[src/rtl/rx_sample_framer.sv]
// rx_sample_framer: frames strobed DSP I/Q samples into fixed-length packets,
// buffers them in a FWFT FIFO and drives a 36-bit src/dst-ready stream.
// Overrun stops the DSP and closes the open packet with an error terminator.
module rx_sample_framer #(
  parameter int BASE        = 176,
  parameter int FIFO_AWIDTH = 4
) (
  input  logic        clk,
  input  logic        rst,
  input  logic        set_stb,
  input  logic [7:0]  set_addr,
  input  logic [31:0] set_data,
  input  logic [31:0] sample,
  input  logic        strobe,
  output logic        run,
  output logic [35:0] data_o,
  output logic        src_rdy_o,
  input  logic        dst_rdy_i,
  output logic        overrun,
  output logic [31:0] debug
);

  localparam int DEPTH = 1 << FIFO_AWIDTH;
  localparam logic [7:0] ADDR_SPP = 8'(BASE);
  localparam logic [7:0] ADDR_CMD = 8'(BASE + 1);
  localparam logic [FIFO_AWIDTH:0] FULL_CNT = {1'b1, {FIFO_AWIDTH{1'b0}}};

  typedef enum logic [1:0] {
    S_IDLE  = 2'd0,
    S_RUN   = 2'd1,
    S_CLOSE = 2'd2
  } state_t;

  state_t                 r_state;
  logic                   r_run;
  logic                   r_overrun;
  logic                   r_err;
  logic [15:0]            r_pkt_cnt;
  logic [15:0]            r_len;
  logic [15:0]            r_spp;
  logic [35:0]            r_mem [DEPTH];
  logic [FIFO_AWIDTH-1:0] r_wr_ptr;
  logic [FIFO_AWIDTH-1:0] r_rd_ptr;
  logic [FIFO_AWIDTH:0]   r_count;
  logic [35:0]            r_data;
  logic                   r_src_rdy;

  logic                   w_wr_spp;
  logic                   w_cmd_start;
  logic                   w_cmd_stop;
  logic                   w_full;
  logic [15:0]            w_spp_eff;
  logic [15:0]            w_len_cur;
  logic                   w_sof;
  logic                   w_eof;
  logic                   w_push;
  logic [35:0]            w_din;
  logic                   w_pop;
  logic [FIFO_AWIDTH:0]   w_count_next;
  logic [FIFO_AWIDTH:0]   w_left;
  logic [FIFO_AWIDTH-1:0] w_rd_next;
  logic [4:0]             w_count5;
  logic                   w_unused;

  assign w_wr_spp    = set_stb && (set_addr == ADDR_SPP);
  assign w_cmd_start = set_stb && (set_addr == ADDR_CMD) && set_data[0];
  assign w_cmd_stop  = set_stb && (set_addr == ADDR_CMD) && !set_data[0];
  assign w_unused    = &{1'b0, set_data[31:16]};

  // Full comes from registered occupancy only, so a same-cycle pop cannot mask overrun.
  assign w_full    = (r_count == FULL_CNT);
  assign w_spp_eff = (r_spp == 16'd0) ? 16'd1 : r_spp;
  // At sof the freshly latched length applies; mid-packet the held length does.
  assign w_len_cur = (r_pkt_cnt == 16'd0) ? w_spp_eff : r_len;
  assign w_sof     = (r_pkt_cnt == 16'd0);
  assign w_eof     = (r_pkt_cnt == (w_len_cur - 16'd1));

  // Select what (if anything) is written into the FIFO this cycle.
  always_comb begin
    w_push = 1'b0;
    w_din  = 36'd0;
    case (r_state)
      S_RUN: begin
        if (strobe && !w_full) begin
          w_push = 1'b1;
          w_din  = {1'b0, 1'b0, w_eof, w_sof, sample};
        end else begin
          w_push = 1'b0;
        end
      end
      S_CLOSE: begin
        if ((r_err || (r_pkt_cnt != 16'd0)) && !w_full) begin
          w_push = 1'b1;
          w_din  = {1'b0, r_err, 1'b1, (r_pkt_cnt == 16'd0), 32'd0};
        end else begin
          w_push = 1'b0;
        end
      end
      default: begin
        w_push = 1'b0;
      end
    endcase
  end

  // The word on data_o is the FIFO head; a transfer pops it.
  assign w_pop        = r_src_rdy && dst_rdy_i;
  assign w_count_next = r_count + {{FIFO_AWIDTH{1'b0}}, w_push} - {{FIFO_AWIDTH{1'b0}}, w_pop};
  assign w_left       = r_count - {{FIFO_AWIDTH{1'b0}}, w_pop};
  assign w_rd_next    = r_rd_ptr + {{(FIFO_AWIDTH-1){1'b0}}, w_pop};

  // Samples-per-packet register; takes effect at the next sof.
  always_ff @(posedge clk or negedge rst) begin
    if (!rst) begin
      r_spp <= 16'd1;
    end else if (w_wr_spp) begin
      r_spp <= set_data[15:0];
    end
  end

  // Framing state machine: run control, packet counter, overrun and terminator.
  always_ff @(posedge clk or negedge rst) begin
    if (!rst) begin
      r_state   <= S_IDLE;
      r_run     <= 1'b0;
      r_overrun <= 1'b0;
      r_err     <= 1'b0;
      r_pkt_cnt <= 16'd0;
      r_len     <= 16'd1;
    end else begin
      case (r_state)
        S_IDLE: begin
          if (w_cmd_start) begin
            r_overrun <= 1'b0;
            r_pkt_cnt <= 16'd0;
            r_run     <= 1'b1;
            r_state   <= S_RUN;
          end
        end
        S_RUN: begin
          if (strobe && w_full) begin
            r_overrun <= 1'b1;
            r_err     <= 1'b1;
            r_run     <= 1'b0;
            r_state   <= S_CLOSE;
          end else begin
            if (strobe) begin
              if (w_sof) begin
                r_len <= w_spp_eff;
              end
              r_pkt_cnt <= w_eof ? 16'd0 : (r_pkt_cnt + 16'd1);
            end
            if (w_cmd_stop) begin
              r_err   <= 1'b0;
              r_run   <= 1'b0;
              r_state <= S_CLOSE;
            end
          end
        end
        S_CLOSE: begin
          if (!r_err && (r_pkt_cnt == 16'd0)) begin
            r_state <= S_IDLE;
          end else if (!w_full) begin
            r_pkt_cnt <= 16'd0;
            r_state   <= S_IDLE;
          end
        end
        default: begin
          r_run   <= 1'b0;
          r_state <= S_IDLE;
        end
      endcase
    end
  end

  // FIFO storage; contents need no reset since occupancy gates every read.
  always_ff @(posedge clk) begin
    if (w_push) begin
      r_mem[r_wr_ptr] <= w_din;
    end
  end

  // FIFO pointers, occupancy and the registered first-word-fall-through head.
  always_ff @(posedge clk or negedge rst) begin
    if (!rst) begin
      r_wr_ptr  <= '0;
      r_rd_ptr  <= '0;
      r_count   <= '0;
      r_src_rdy <= 1'b0;
      r_data    <= 36'd0;
    end else begin
      r_wr_ptr  <= r_wr_ptr + {{(FIFO_AWIDTH-1){1'b0}}, w_push};
      r_rd_ptr  <= w_rd_next;
      r_count   <= w_count_next;
      r_src_rdy <= (w_count_next != '0);
      if (w_count_next == '0) begin
        r_data <= r_data;
      end else if (w_left == '0) begin
        r_data <= w_din;
      end else begin
        r_data <= r_mem[w_rd_next];
      end
    end
  end

  assign w_count5  = 5'(r_count);
  assign run       = r_run;
  assign overrun   = r_overrun;
  assign data_o    = r_data;
  assign src_rdy_o = r_src_rdy;
  assign debug     = {r_state, r_overrun, r_run, w_count5, 7'd0, r_pkt_cnt};

endmodule
[config.mk]
export PLATFORM = sky130hd
export DESIGN_NAME = rx_sample_framer
export DESIGN_NICKNAME = d
export VERILOG_FILES = /design/src/rtl/rx_sample_framer.sv
export SDC_FILE = /design/constraint.sdc
export NUM_CORES = 1
export LEC_CHECK = 0
export CAP_MARGIN = 10
export CORE_AREA = 2 2 260 262
export CTS_CLUSTER_DIAMETER = 80
export DETAILED_ROUTE_END_ITERATION = 8
export DIE_AREA = 0 0 262 264
export PLACE_DENSITY_LB_ADDON = 0.08
export SYNTH_ARGS = -nofsm -noshare
export SYNTH_HDL_FRONTEND = slang
export SYNTH_SLANG_ARGS = --single-unit
[constraint.sdc]
create_clock -name clk -period 5.6 [get_ports clk]
set_input_delay 1.12 -clock clk [delete_from_list [all_inputs] [get_ports clk]]
set_output_delay 1.12 -clock clk [all_outputs]
set_load 0.005 [all_outputs]
==> results of run 1 <==
==> cells in the final DEF, fill, tap and decap left out, types with 12 or more instances in the layout <==
cell type	synthesis	layout
a21oi_1	21	21
a31oi_1	39	39
and3_1	41	41
buf_4	11	44
clkbuf_1	62	16
clkbuf_16	0	74
clkdlybuf4s50_1	0	122
clkinv_2	0	14
dfrtp_1	100	100
edfxtp_1	560	560
ha_1	20	18
inv_1	31	31
mux2_2	27	27
mux4_2	141	141
nand2_1	216	216
nand3_1	123	123
nor2_1	76	64
nor2_4	0	12
nor3_1	18	13
o21ai_0	15	15
xnor2_1	19	18
==> power by group <==
part	internal (mW)	total, mW	switching, mW	leakage [nW]
clock	2.92	4.91	1.99	1.22
sequential	5.98	6.27	0.295	6.46
combinational	2.78	6.45	3.67	3.67
total	11.7	17.6	5.96	11.4
==> final timing paths <==
path / start / slack [ns] / depth (start not counted) / to
setup / recovery: r_pkt_cnt[0]$_DFFE_PN0P_ / 0.82 / 16 / r_pkt_cnt[5]$_DFFE_PN0P_
hold / removal: r_len[0]$_DFFE_PN1P_ / 0.50 / 2 / r_len[0]$_DFFE_PN1P_
setup reg to reg: r_pkt_cnt[0]$_DFFE_PN0P_ / 0.82 / 16 / r_pkt_cnt[5]$_DFFE_PN0P_
hold reg to reg: r_len[0]$_DFFE_PN1P_ / 0.50 / 2 / r_len[0]$_DFFE_PN1P_
max in group asynchronous: rst / 3.97 / 2 / data_o[6]$_DFFE_PN0P_
min in group asynchronous: rst / 0.53 / 1 / r_spp[12]$_DFFE_PN0P_
==> flip-flops by register name, summed over array words and instances (netlist names), 2 cells and up <==
signal / cells
r_state: 2
r_spp: 16
r_wr_ptr: 4
r_pkt_cnt: 16
r_rd_ptr: 4
data_o: 35
r_mem: 560
r_len: 16
r_count: 5
==> routing by layer <==
layer  vias to the layer above  wire (um)  track usage [%]
met5                         -          0                0
met4                         0       1180             5.22
met3                        82       2740             2.69
met2                       328      36000             35.6
met1                      8123      30000             28.0
li1                       6894          -                -
==> per-stage QoR <==
stage          utilization [%]  hold WS (ns)  power [mW]  setup WS (ns)  area [sq um]
2_1_floorplan                -         0.465        10.6          0.413         27600
3_3_place_gp              45.3         0.490        12.9          0.568         30100
3_5_place_dp              45.3         0.487        13.0          0.562         30100
4_1_cts                   49.0         0.496        17.9          0.823         32600
5_1_grt                   49.0         0.526        18.6          0.403         32600
6_report                  49.0         0.495        17.6          0.824         32600
==> cell families after synthesis <==
| logic type | Yosys count | synth area share, % |
|---|---|---|
| xor+xnor | 29 | 0.920 |
| other cells | 1 | 0.0136 |
| buf+inv | 139 | 2.18 |
| fa+ha+maj | 21 | 0.979 |
| mux | 180 | 13.1 |
| simple gates | 540 | 9.39 |
| compound gates | 125 | 3.30 |
| flops | 662 | 70.2 |
==> worst max-delay path, cell delays in order, from the launching register on <==
cell and delay [ns]:
dfrtp_1 0.44, inv_1 0.12, ha_1 0.18, nor4b_4 0.24, and4_1 0.32, buf_4 0.24, nand2b_1 0.07, o22ai_1 0.34
ha_1 0.31, nor4b_2 0.61, nand4_1 0.21, a2111o_1 0.44, a31oi_1 0.27, a2111oi_4 0.12, a41oi_4 0.17, nand2b_2 0.24
o311ai_1 0.34
==> cell type report <==
class                   instances  area, sq um
inverters                      35          131
repair buffers                174         1710
multi-input cells             903         7830
flip-flops and latches        662        19400
clock buffers                 100         2050
fillers                      5720        33900
well taps                     873         1090
clock inverters                38          445
==> impl_metrics.json, run 1 <==
{
  "io-pin-count": 148,
  "antenna_found_initial": 1,
  "powerDensity_nw_per_um2": 540,
  "place_inst": 2647,
  "first_global_vias": 15900,
  "status": "completed",
  "wire_per_inst_um": 25.1,
  "syn-cell-area_sq_um": 27600,
  "clkLatencyLatePin_ns": 0.61,
  "grt_max_degree": 69,
  "setup_viol": 0,
  "cts_resized": 0,
  "yosysTopAreaCell": "edfxtp_1",
  "drv_cap": 0,
  "max_slew.worst_pin.slew_ns": 1.12,
  "relSlewSlack_pct": 24.6,
  "die_y_um": 264,
  "core_sq_um": 66600,
  "rows": 95,
  "final_nets": 1948,
  "max_freq_mhz": 209,
  "p_leak_nw": 11.4,
  "track_usage_pct": 20.7,
  "cts_max_level": 3,
  "cts_max_path_buffers": 3,
  "rsz0062_at_grt": "no",
  "yosys_warnings": 0,
  "globalplace.congestion": 0.808,
  "dieArea_sq_um": 69200,
  "netlist.area_leader.share_pct": 60.9,
  "cp_max_fo": 14,
  "drive_gt1_share_pct": 20.1,
  "hp-class": "reg -> reg",
  "dpl.hpwl_um": 38900,
  "yosysMostFrequentCell": "edfxtp_1",
  "numCtsBuffers": 74,
  "skew_ns": 0.0149,
  "yosys_register_bits": 662,
  "min_period_ns": 4.78,
  "arrival_ns": 5.27,
  "vdd_ir_drop_max_mv": 0.553,
  "cp.required_ns": 6.10,
  "vias_per_cell": 5.54,
  "cts.sinks": 662,
  "clkTransAtPathRegs_ns": 0.05,
  "instances_no_fill": 2785,
  "io_buffers": 123,
  "yosys-top-cells-area": "edfxtp_1, mux4_2, dfrtp_1",
  "synthArstFlopShare_pct": 15.4,
  "firstDrtPassIters": 5,
  "synth_flop_cell": "edfxtp_1",
  "yosys-top-cells-count": "edfxtp_1, nand2_1, mux4_2",
  "drtIter0Drc": 1209,
  "syn_avg_cell_area_sq_um": 16.3,
  "wl_um": 69900,
  "endpoint_kind": "register",
  "start_util_pct": 41.5,
  "antenna_cells": 0,
  "overflow": 0,
  "setup_tns_ns": 0,
  "synthCells": 1697,
  "ys_types": 69,
  "vias": 15400,
  "synth_edf_count": 560,
  "slew_viol_final": 0,
  "hold_viol": 0,
  "drc_errors": 0,
  "cts_tree": "done",
  "synthToLayoutAreaGrowth_pct": 18.2,
  "min_period_over_period_pct": 85.3,
  "antenna_left": 0,
  "die_w_um": 262,
  "grt_pass1_wl_um": 105000,
  "crit_type": "reg -> reg",
  "ctsHoldBuffers": 0,
  "ys_seq_area_share_pct": 70.2,
  "start_kind": "register",
  "root_buffer": "clkbuf_16",
  "cts_setup_buffers": 0
}
(Power assumes the default switching activity.)
==> run 2: changes to the inputs <==
CTS_CLUSTER_DIAMETER = 30   (was 80)
==> impl_metrics.json, run 2 (synthesis results as in run 1) <==
{
  "drc_errors": 0,
  "vias": 16000,
  "max_slew.worst_pin.slew_ns": 1.13,
  "vdd_ir_drop_max_mv": 0.536,
  "p_int_mw": 14.7,
  "crit_type": "reg -> reg",
  "layout_common_cells": "edfxtp_1, nand2_1, clkbuf_16, mux4_2, nand3_1",
  "core_sq_um": 66600,
  "swShare_pct": 31.3,
  "dpl.hpwl_um": 38900,
  "finalPower_mw": 21.3,
  "grt_max_degree": 69,
  "rows": 95,
  "drive_gt1_share_pct": 24.9,
  "status": "completed",
  "cts_tree": "done",
  "drv_cap": 0,
  "r2r-end": "data_o[33]$_DFFE_PN0P_",
  "antenna_found_initial": 0,
  "globalplace.congestion": 0.808,
  "io-pin-count": 148,
  "place_inst": 2647,
  "p_leak_nw": 12.5,
  "final_nets": 2018,
  "final_common_cell": "edfxtp_1",
  "skew_ns": 0.0206,
  "antenna_left": 0,
  "synthToLayoutAreaGrowth_pct": 27.2,
  "p_sw_mw": 6.68,
  "grt_pass1_wl_um": 107000,
  "cts_max_level": 4,
  "cts_setup_buffers": 0,
  "antenna_cells": 0,
  "finish.utilization_pct": 52.8,
  "pwr-share-seq_pct": 29.5,
  "instances_no_fill": 2915,
  "setup_tns_ns": 0,
  "min_period_over_period_pct": 85.7,
  "start_util_pct": 41.5,
  "root_buffer": "clkbuf_16",
  "clkTransAtPathRegs_ns": 0.04,
  "cts_resized": 0,
  "ctsHoldBuffers": 0,
  "cts.sinks": 662,
  "hp-class": "in -> async",
  "top_register": "r_mem",
  "overflow": 0,
  "min_period_ns": 4.80,
  "relSlewSlack_pct": 24.1,
  "max_freq_mhz": 208,
  "wl_um": 71700,
  "firstDrtPassIters": 5,
  "power_frac_clock_pct": 40.2,
  "slew_viol_final": 0,
  "numCtsBuffers": 144,
  "start_kind": "register",
  "fin_hold_ws_ns": 0.458,
  "drtIter0Drc": 1163,
  "track_usage_pct": 21.4,
  "rrSetupSlack_ns": 0.80,
  "largest_reg_flops": 560,
  "hold_viol": 0,
  "die_y_um": 264,
  "reg2regPathDepth": 15,
  "rsz0062_at_grt": "no",
  "endpoint_kind": "register",
  "r2r-start": "r_pkt_cnt[0]$_DFFE_PN0P_",
  "cp.required_ns": 6.22,
  "first_global_vias": 16900,
  "setup_viol": 0,
  "clkLatencyLatePin_ns": 0.71,
  "cts_max_path_buffers": 3,
  "p_comb_share_pct": 30.3,
  "dieArea_sq_um": 69200,
  "vias_per_cell": 5.48,
  "io_buffers": 123,
  "wire_per_inst_um": 24.6,
  "die_w_um": 262,
  "powerDensity_nw_per_um2": 607,
  "cp_max_fo": 17,
  "arrival_ns": 5.42
}
## run 2: worst max-delay path by stage
stage | start | to | slack, ns | cells after the start
after floorplan | strobe | r_mem[0][0]$_DFFE_PP_ | 0.41 | 5
after detailed placement | strobe | data_o[22]$_DFFE_PN0P_ | 0.56 | 18
after global placement | strobe | data_o[16]$_DFFE_PN0P_ | 0.57 | 18
after CTS | r_pkt_cnt[8]$_DFFE_PN0P_ | data_o[33]$_DFFE_PN0P_ | 0.83 | 13
after global routing | r_pkt_cnt[0]$_DFFE_PN0P_ | r_pkt_cnt[5]$_DFFE_PN0P_ | 0.41 | 16
final | r_pkt_cnt[0]$_DFFE_PN0P_ | data_o[33]$_DFFE_PN0P_ | 0.80 | 15
## run 2: layout make-up
class                           instances  area [sq um]
Fill cell                            5546         31400
Sequential cell                       662         19400
Multi-Input combinational cell        903          7830
Clock buffer                          164          3730
Timing Repair Buffer                  174          1710
Clock inverter                        104          1250
Tap cell                              873          1090
Inverter                               35           131
## run 2: power groups by stage
stage / clock, mW / sequential, mW / combinational [mW]
finish: 8.58 / 6.29 / 6.46
global route: 8.98 / 6.34 / 7.10
CTS: 8.72 / 6.29 / 6.61
detailed placement: 0 / 6.37 / 6.58
global placement: 0 / 6.36 / 6.54
floorplan: 0 / 6.27 / 4.35
## run 2: critical path: stages, from the launching register on
cell	delay, ns
dfrtp_1	0.43
inv_1	0.13
ha_1	0.18
nor4b_4	0.24
and4_1	0.32
buf_4	0.24
nand2b_1	0.07
o22ai_1	0.34
ha_1	0.31
nor4b_2	0.61
nand3_1	0.21
a211o_1	0.34
a2111oi_4	0.49
and4_4	0.36
a31o_4	0.28
a31o_1	0.17
## run 2: metal layers
metal	part of all wire (%)	vias up	wire length, um	global-route usage (%)
met5	0	-	0	0
met4	2.3	0	1660	7.94
met3	4.4	122	3190	4.21
met2	51	406	36400	35.8
met1	42	8343	30400	27.6
li1	-	7103	-	-
## run 2: stage by stage
step	cell area, sq um	worst slack (ns)
after CTS	35100	0.834
after floorplan	27600	0.413
final	35100	0.801
after global routing	35100	0.407
after detailed placement	30100	0.562
after global placement	30100	0.568
